## config.mk

```make
export PLATFORM = sky130hd
export DESIGN_NAME = mem_arbiter_flat
export DESIGN_NICKNAME = d
export VERILOG_FILES = /design/src/rtl/mem_arbiter_if.sv /design/src/rtl/mem_arbiter.sv /design/src/flat_wrapper.sv
export SDC_FILE = /design/constraint.sdc
export NUM_CORES = 1
export LEC_CHECK = 0
export BUFFER_PORTS_ARGS = -buffer_cell sky130_fd_sc_hd__buf_2
export CORE_AREA = 2 2 118 120
export CTS_CLUSTER_DIAMETER = 80
export CTS_CLUSTER_SIZE = 8
export DETAILED_ROUTE_END_ITERATION = 16
export DIE_AREA = 0 0 120 122
export PLACE_DENSITY_LB_ADDON = 0.15
export SLEW_MARGIN = 15
export SYNTH_ARGS = -nofsm -noshare
export SYNTH_HDL_FRONTEND = slang
export SYNTH_SLANG_ARGS = --single-unit
```

## constraint.sdc

```tcl
create_clock -name clk -period 2.4 [get_ports clk]
set_input_delay 0.24 -clock clk [delete_from_list [all_inputs] [get_ports clk]]
set_output_delay 0.24 -clock clk [all_outputs]
set_load 0.01 [all_outputs]
```

## src/rtl/mem_arbiter_if.sv

```systemverilog
// -----------------------------------------------------------------------------
// mem_arbiter_if
//   Bundles every bus signal around the two-master / one-memory arbiter:
//     s0_*, s1_*  requester ports (req, addr, wdata, wstrobe -> rdata, done, err)
//     mem_*       memory port (ready, addr, wdata, wstrobe -> rdata, done)
//   Modports:
//     slave   the arbiter's view: it serves the requesters and drives the memory
//     master  the surroundings' view: requesters plus the memory itself
// -----------------------------------------------------------------------------
interface mem_arbiter_if;
  // Port 0 (cpu core)
  logic        s0_req;
  logic [31:0] s0_addr;
  logic [31:0] s0_wdata;
  logic        s0_wstrobe;
  logic [31:0] s0_rdata;
  logic        s0_done;
  logic        s0_err;

  // Port 1 (DMA / debug loader)
  logic        s1_req;
  logic [31:0] s1_addr;
  logic [31:0] s1_wdata;
  logic        s1_wstrobe;
  logic [31:0] s1_rdata;
  logic        s1_done;
  logic        s1_err;

  // Memory side
  logic        mem_ready;
  logic [31:0] mem_addr;
  logic [31:0] mem_wdata;
  logic        mem_wstrobe;
  logic [31:0] mem_rdata;
  logic        mem_done;

  modport slave (
    input  s0_req, s0_addr, s0_wdata, s0_wstrobe,
    output s0_rdata, s0_done, s0_err,
    input  s1_req, s1_addr, s1_wdata, s1_wstrobe,
    output s1_rdata, s1_done, s1_err,
    output mem_ready, mem_addr, mem_wdata, mem_wstrobe,
    input  mem_rdata, mem_done
  );

  modport master (
    output s0_req, s0_addr, s0_wdata, s0_wstrobe,
    input  s0_rdata, s0_done, s0_err,
    output s1_req, s1_addr, s1_wdata, s1_wstrobe,
    input  s1_rdata, s1_done, s1_err,
    input  mem_ready, mem_addr, mem_wdata, mem_wstrobe,
    output mem_rdata, mem_done
  );
endinterface

```

## src/rtl/mem_arbiter.sv

```systemverilog
// -----------------------------------------------------------------------------
// mem_arbiter
//   Two-master, one-slave arbiter for the shared 32-bit memory bus. One
//   transaction is granted at a time; the granted master's request is muxed
//   onto the memory port and the completion is routed back to it. A watchdog
//   terminates transactions the memory never completes (done + err).
// Parameters
//   FIXED_PRIO      1: port 0 always wins contention, 0: round-robin
//   TIMEOUT_CYCLES  BUSY cycles before forced termination, 0 disables
//   TMR_W           watchdog counter width, TIMEOUT_CYCLES < 2**TMR_W
// Ports
//   clk   system clock, rising edge
//   rst   synchronous active-high reset
//   bus   mem_arbiter_if.slave: requester ports s0/s1 and the memory port
// -----------------------------------------------------------------------------
module mem_arbiter #(
  parameter int unsigned FIXED_PRIO     = 0,
  parameter int unsigned TIMEOUT_CYCLES = 64,
  parameter int unsigned TMR_W          = 8
) (
  input  logic         clk,
  input  logic         rst,
  mem_arbiter_if.slave bus
);

  typedef enum logic {
    IDLE = 1'b0,
    BUSY = 1'b1
  } state_e;

  localparam bit               WDOG_EN  = (TIMEOUT_CYCLES != 0);
  localparam logic [TMR_W-1:0] TMR_LAST = WDOG_EN ? TMR_W'(TIMEOUT_CYCLES - 1) : '0;

  state_e           state_q, state_d;
  logic             grant_q, grant_d;            // 0: port 0, 1: port 1
  logic             last_grant_q, last_grant_d;  // port of the last completed transaction
  logic [TMR_W-1:0] tmr_q, tmr_d;

  logic xact_end;   // transaction finishes this cycle
  logic xact_err;   // ... and it was ended by the watchdog
  logic done_vld;
  logic busy;

  // NOTE: every variable assigned in an always_comb gets a default on entry,
  // so no path can leave it unassigned and infer a latch.
  always_comb begin
    state_d      = state_q;
    grant_d      = grant_q;
    last_grant_d = last_grant_q;
    tmr_d        = tmr_q;
    xact_end     = 1'b0;
    xact_err     = 1'b0;

    case (state_q)
      IDLE: begin
        // mem_done here is deliberately ignored.
        if (bus.s0_req || bus.s1_req) begin
          state_d = BUSY;
          tmr_d   = '0;
          if (bus.s0_req && bus.s1_req) begin
            // Round-robin favours the port that did not complete last.
            grant_d = (FIXED_PRIO != 0) ? 1'b0 : ~last_grant_q;
          end else begin
            grant_d = bus.s1_req;
          end
        end
      end

      BUSY: begin
        // A real completion wins over a watchdog expiry in the same cycle.
        if (bus.mem_done) begin
          xact_end     = 1'b1;
          last_grant_d = grant_q;
          state_d      = IDLE;
        end else if (WDOG_EN && (tmr_q == TMR_LAST)) begin
          xact_end     = 1'b1;
          xact_err     = 1'b1;
          last_grant_d = grant_q;
          state_d      = IDLE;
        end else begin
          tmr_d = tmr_q + TMR_W'(1);
        end
      end

      default: state_d = IDLE;
    endcase
  end

  // NOTE: state registers use non-blocking assignments so every flop samples
  // the pre-edge values of the others, independent of process ordering.
  always_ff @(posedge clk) begin
    if (rst) begin
      state_q      <= IDLE;
      grant_q      <= 1'b0;
      last_grant_q <= 1'b1;   // port 0 wins the first contention
      tmr_q        <= '0;
    end else begin
      state_q      <= state_d;
      grant_q      <= grant_d;
      last_grant_q <= last_grant_d;
      tmr_q        <= tmr_d;
    end
  end

  assign busy = (state_q == BUSY);

  // A reset landing on the completing cycle abandons the transaction, so the
  // completion must not escape to the requester.
  assign done_vld = xact_end & ~rst;

  // Memory port: the granted master's request, zero outside BUSY.
  assign bus.mem_ready   = busy;
  assign bus.mem_addr    = busy ? (grant_q ? bus.s1_addr  : bus.s0_addr)  : '0;
  assign bus.mem_wdata   = busy ? (grant_q ? bus.s1_wdata : bus.s0_wdata) : '0;
  assign bus.mem_wstrobe = busy & (grant_q ? bus.s1_wstrobe : bus.s0_wstrobe);

  // Read data is broadcast; done is what qualifies it.
  assign bus.s0_rdata = bus.mem_rdata;
  assign bus.s1_rdata = bus.mem_rdata;

  assign bus.s0_done = done_vld & ~grant_q;
  assign bus.s1_done = done_vld &  grant_q;
  assign bus.s0_err  = done_vld & xact_err & ~grant_q;
  assign bus.s1_err  = done_vld & xact_err &  grant_q;

endmodule
```

## src/flat_wrapper.sv

```systemverilog
// flat-port wrapper written by rule: the top's interface ports become plain ports
module mem_arbiter_flat 
#(
  parameter int unsigned FIXED_PRIO     = 0,
  parameter int unsigned TIMEOUT_CYCLES = 64,
  parameter int unsigned TMR_W          = 8
)
  (clk, rst, bus_s0_req, bus_s0_addr, bus_s0_wdata, bus_s0_wstrobe, bus_s0_rdata, bus_s0_done, bus_s0_err, bus_s1_req, bus_s1_addr, bus_s1_wdata, bus_s1_wstrobe, bus_s1_rdata, bus_s1_done, bus_s1_err, bus_mem_ready, bus_mem_addr, bus_mem_wdata, bus_mem_wstrobe, bus_mem_rdata, bus_mem_done);
  mem_arbiter_if bus_i ();
  input  logic clk;
  input  logic rst;
  input wire logic [$bits(bus_i.s0_req)-1:0] bus_s0_req;
  input wire logic [$bits(bus_i.s0_addr)-1:0] bus_s0_addr;
  input wire logic [$bits(bus_i.s0_wdata)-1:0] bus_s0_wdata;
  input wire logic [$bits(bus_i.s0_wstrobe)-1:0] bus_s0_wstrobe;
  output wire logic [$bits(bus_i.s0_rdata)-1:0] bus_s0_rdata;
  output wire logic [$bits(bus_i.s0_done)-1:0] bus_s0_done;
  output wire logic [$bits(bus_i.s0_err)-1:0] bus_s0_err;
  input wire logic [$bits(bus_i.s1_req)-1:0] bus_s1_req;
  input wire logic [$bits(bus_i.s1_addr)-1:0] bus_s1_addr;
  input wire logic [$bits(bus_i.s1_wdata)-1:0] bus_s1_wdata;
  input wire logic [$bits(bus_i.s1_wstrobe)-1:0] bus_s1_wstrobe;
  output wire logic [$bits(bus_i.s1_rdata)-1:0] bus_s1_rdata;
  output wire logic [$bits(bus_i.s1_done)-1:0] bus_s1_done;
  output wire logic [$bits(bus_i.s1_err)-1:0] bus_s1_err;
  output wire logic [$bits(bus_i.mem_ready)-1:0] bus_mem_ready;
  output wire logic [$bits(bus_i.mem_addr)-1:0] bus_mem_addr;
  output wire logic [$bits(bus_i.mem_wdata)-1:0] bus_mem_wdata;
  output wire logic [$bits(bus_i.mem_wstrobe)-1:0] bus_mem_wstrobe;
  input wire logic [$bits(bus_i.mem_rdata)-1:0] bus_mem_rdata;
  input wire logic [$bits(bus_i.mem_done)-1:0] bus_mem_done;
  assign bus_i.s0_req = bus_s0_req;
  assign bus_i.s0_addr = bus_s0_addr;
  assign bus_i.s0_wdata = bus_s0_wdata;
  assign bus_i.s0_wstrobe = bus_s0_wstrobe;
  assign bus_s0_rdata = bus_i.s0_rdata;
  assign bus_s0_done = bus_i.s0_done;
  assign bus_s0_err = bus_i.s0_err;
  assign bus_i.s1_req = bus_s1_req;
  assign bus_i.s1_addr = bus_s1_addr;
  assign bus_i.s1_wdata = bus_s1_wdata;
  assign bus_i.s1_wstrobe = bus_s1_wstrobe;
  assign bus_s1_rdata = bus_i.s1_rdata;
  assign bus_s1_done = bus_i.s1_done;
  assign bus_s1_err = bus_i.s1_err;
  assign bus_mem_ready = bus_i.mem_ready;
  assign bus_mem_addr = bus_i.mem_addr;
  assign bus_mem_wdata = bus_i.mem_wdata;
  assign bus_mem_wstrobe = bus_i.mem_wstrobe;
  assign bus_i.mem_rdata = bus_mem_rdata;
  assign bus_i.mem_done = bus_mem_done;
  mem_arbiter #(.FIXED_PRIO(FIXED_PRIO), .TIMEOUT_CYCLES(TIMEOUT_CYCLES), .TMR_W(TMR_W)) u_core (.clk(clk), .rst(rst), .bus(bus_i));
endmodule
```

==> qor.txt <==
post-synth cell types = 38
Crit Path Class = reg2out
htree depth = 1
clock sinks = 11
Final Critical Period = 1.99 ns
CP Data Required Time = 2.16 ns
syn_area_per_cell = 7.96 sq um
FF-to-FF setup slack = 0.77 ns
final worst-path cycle share = 0.829
total power = 983 uW
hold_ws = 0.288 ns
die height = 122 um
RSZ-0062 raised after global routing = no
initial antenna violation count = 0
net count after synthesis = 452
DR DRC count = 0
max incr delay on CP = 0.44 ns
post-route insts no fill = 594
Placement Rows = 43
final max-slew violation count = 0
Routed Wire Length = 8030 um
Max VDD drop = 0.000270 V
die width = 120 um
worst flop-to-flop path startpoint = u_core.tmr_q[0]
Via density = 3.91
crit end category = output port
first drt pass iteration count = 4
Warnings, synthesis = 0
placed cells = 590
Seq cells post-synth = 11
crit path max fanout = 7
worst relative slew slack = 0.710
Max clock buf depth = 2
CP Launch Point = u_core.tmr_q[0]
port buffer count = 204
number of I/O pins = 301
ys flop type = dfxtp_1
Max Fclk = 503 MHz
CTS tree = built
initial drt markers = 51
Async S/R FF share, synth = 0
final setup fails = 0
Setup Buffers After CTS = 0
CTS Hold Bufs = 0
CP Launch Type = flop
Clock Root Buffer = clkbuf_16
CP arrival = 1.75 ns
Post-Syn Area = 2260 sq um
Overall Global Routing Usage = 0.0989
number of global-route vias before repair = 2241
minimum setup slack after placement = 0.683 ns
sequential share of the synthesized area = 0.0975
hold depth = 3
Core Area = 13500 sq um
power per cell area = 320 nW/um^2
WL per Instance = 13.5 um
CTS resizes = 0
Post-Syn Instances = 284
number of synthesized flops with an enable pin = 0
pin count of the biggest net entering global routing = 53
Vias = 2325
Filler Cell Count = 1532
layout cells sized above 1 = 0.534
final worst slack = 0.410 ns
crit path cell chain = ha_1 > nand3_2 > or3_1 > nor3_2 > buf_2
Setup TNS Final = 0 ns
Nets = 583
Area growth, synth to finish = 36.2%
Hold WC Path Type = in2reg
worst slew pin tran = 0.436 ns
Final Hold Vio Count = 0
worst clock skew = 0.00342 ns
Max-Cap Viols = 0
first-pass GRT wire length = 11700 um
die area = 14600 sq um
Inserted Diodes = 0
status = finished clean
CTS buffer count = 3
static leakage = 1.47 nW
GP Congestion = 0.701
clk_lat worst skew = 0.24 ns
DRT antenna net count = 0
Post-DP HPWL = 6740 um
grt total ovfl = 0
Clk pin slew, worst setup/hold paths = 0.04 ns
worst hold start = bus_s1_req
worst reg2reg path depth = 5
Worst path slowest cell = or3_1
initial cell density of the core = 0.167
-- metrics by stage --
step                cell area, sq um   util
floorplan                       2260      -
global placement                3000  0.222
detailed placement              3000  0.222
CTS                             3080  0.228
global route                    3080  0.228
finish                          3080  0.228
-- layout by cell type, fill, tap and decap left out, drive strengths merged --
cell type,synthesis,final
a211o,1,1
a21oi,4,4
a311oi,1,1
a31oi,2,2
and4,1,1
buf,72,207
clkbuf,9,4
dfxtp,11,11
ha,1,1
inv,1,1
mux2,1,1
mux2i,65,65
nand2,8,8
nand2b,2,2
nand3,5,5
nand3b,4,4
nand4,2,2
nand4bb,1,1
nor2,9,9
nor2b,65,65
nor3,3,3
nor3b,1,1
o211a,1,1
o211ai,2,2
o21ai,3,3
o21ba,1,1
o21bai,1,1
or2,1,1
or3,5,5
or4,1,1
-- cell usage after synthesis, drive strengths merged (2+ instances only) --
cell / n / area (sq um)
nand2b: 2 / 20.0
clkbuf: 9 / 33.8
buf: 72 / 527
o211ai: 2 / 20.0
nor2: 9 / 33.8
mux2i: 65 / 651
dfxtp: 11 / 220
nand3b: 4 / 30.0
a21oi: 4 / 20.0
nand3: 5 / 30.0
nand4: 2 / 12.5
nor3: 3 / 20.0
a31oi: 2 / 12.5
o21ai: 3 / 15.0
or3: 5 / 36.3
nand2: 8 / 30.0
nor2b: 65 / 407
-- power by group --
group / switching (mW) / total [mW] / internal, mW
combinational: 0.209 / 0.459 / 0.250
sequential: 0.0254 / 0.214 / 0.189
clock: 0.0865 / 0.310 / 0.223
total: 0.321 / 0.983 / 0.662
-- path summary, 6_finish.rpt --
kind / to
worst max-delay path: bus_s0_err
worst min register to register: u_core.last_grant_q
worst min-delay path: u_core.grant_q
worst max register to register: u_core.tmr_q[2]
-- area by class of cell --
cell class | count | area (sq um) | area share
multi-input cells | 191 | 1480 | 0.479
flip-flops and latches | 11 | 225 | 0.0732
clock buffers | 4 | 78.8 | 0.0256
well taps | 180 | 225 | 0.0732
repair buffers | 207 | 1070 | 0.347
inverters | 1 | 3.75 | 0.00122
-- sequential cells by signal, summed over array words and instances (netlist names) --
signal                flops
u_core.bus.mem_ready      1
u_core.grant_q            1
u_core.last_grant_q       1
u_core.tmr_q              8
-- routing by layer --
metal | GRT usage | vias to the layer above | share of wire
met5 | 0 | - | 0
met4 | 0.0294 | 0 | 0.025
met3 | 0.0197 | 19 | 0.074
met2 | 0.174 | 107 | 0.50
met1 | 0.121 | 1045 | 0.40
li1 | - | 1154 | -
-- kinds of logic after synthesis --
| group | Yosys count | share of synthesized area |
|---|---|---|
| AND/OR/NAND/NOR | 108 | 0.300 |
| buffers and inverters | 82 | 0.250 |
| multiplexers | 66 | 0.293 |
| AO/OA/AOI/OAI | 16 | 0.0548 |
| flip-flops | 11 | 0.0975 |
| adder cells (fa/ha/maj) | 1 | 0.00554 |
-- critical path, delay by kind of cell (launching register included) --
family / cells / cell delay [ns]
buffers and inverters: 1 / 0.15
AND/OR/NAND/NOR: 3 / 0.74
adder cells (fa/ha/maj): 1 / 0.23
flip-flops: 1 / 0.40
Note: power is estimated with default switching activity, not from simulation.
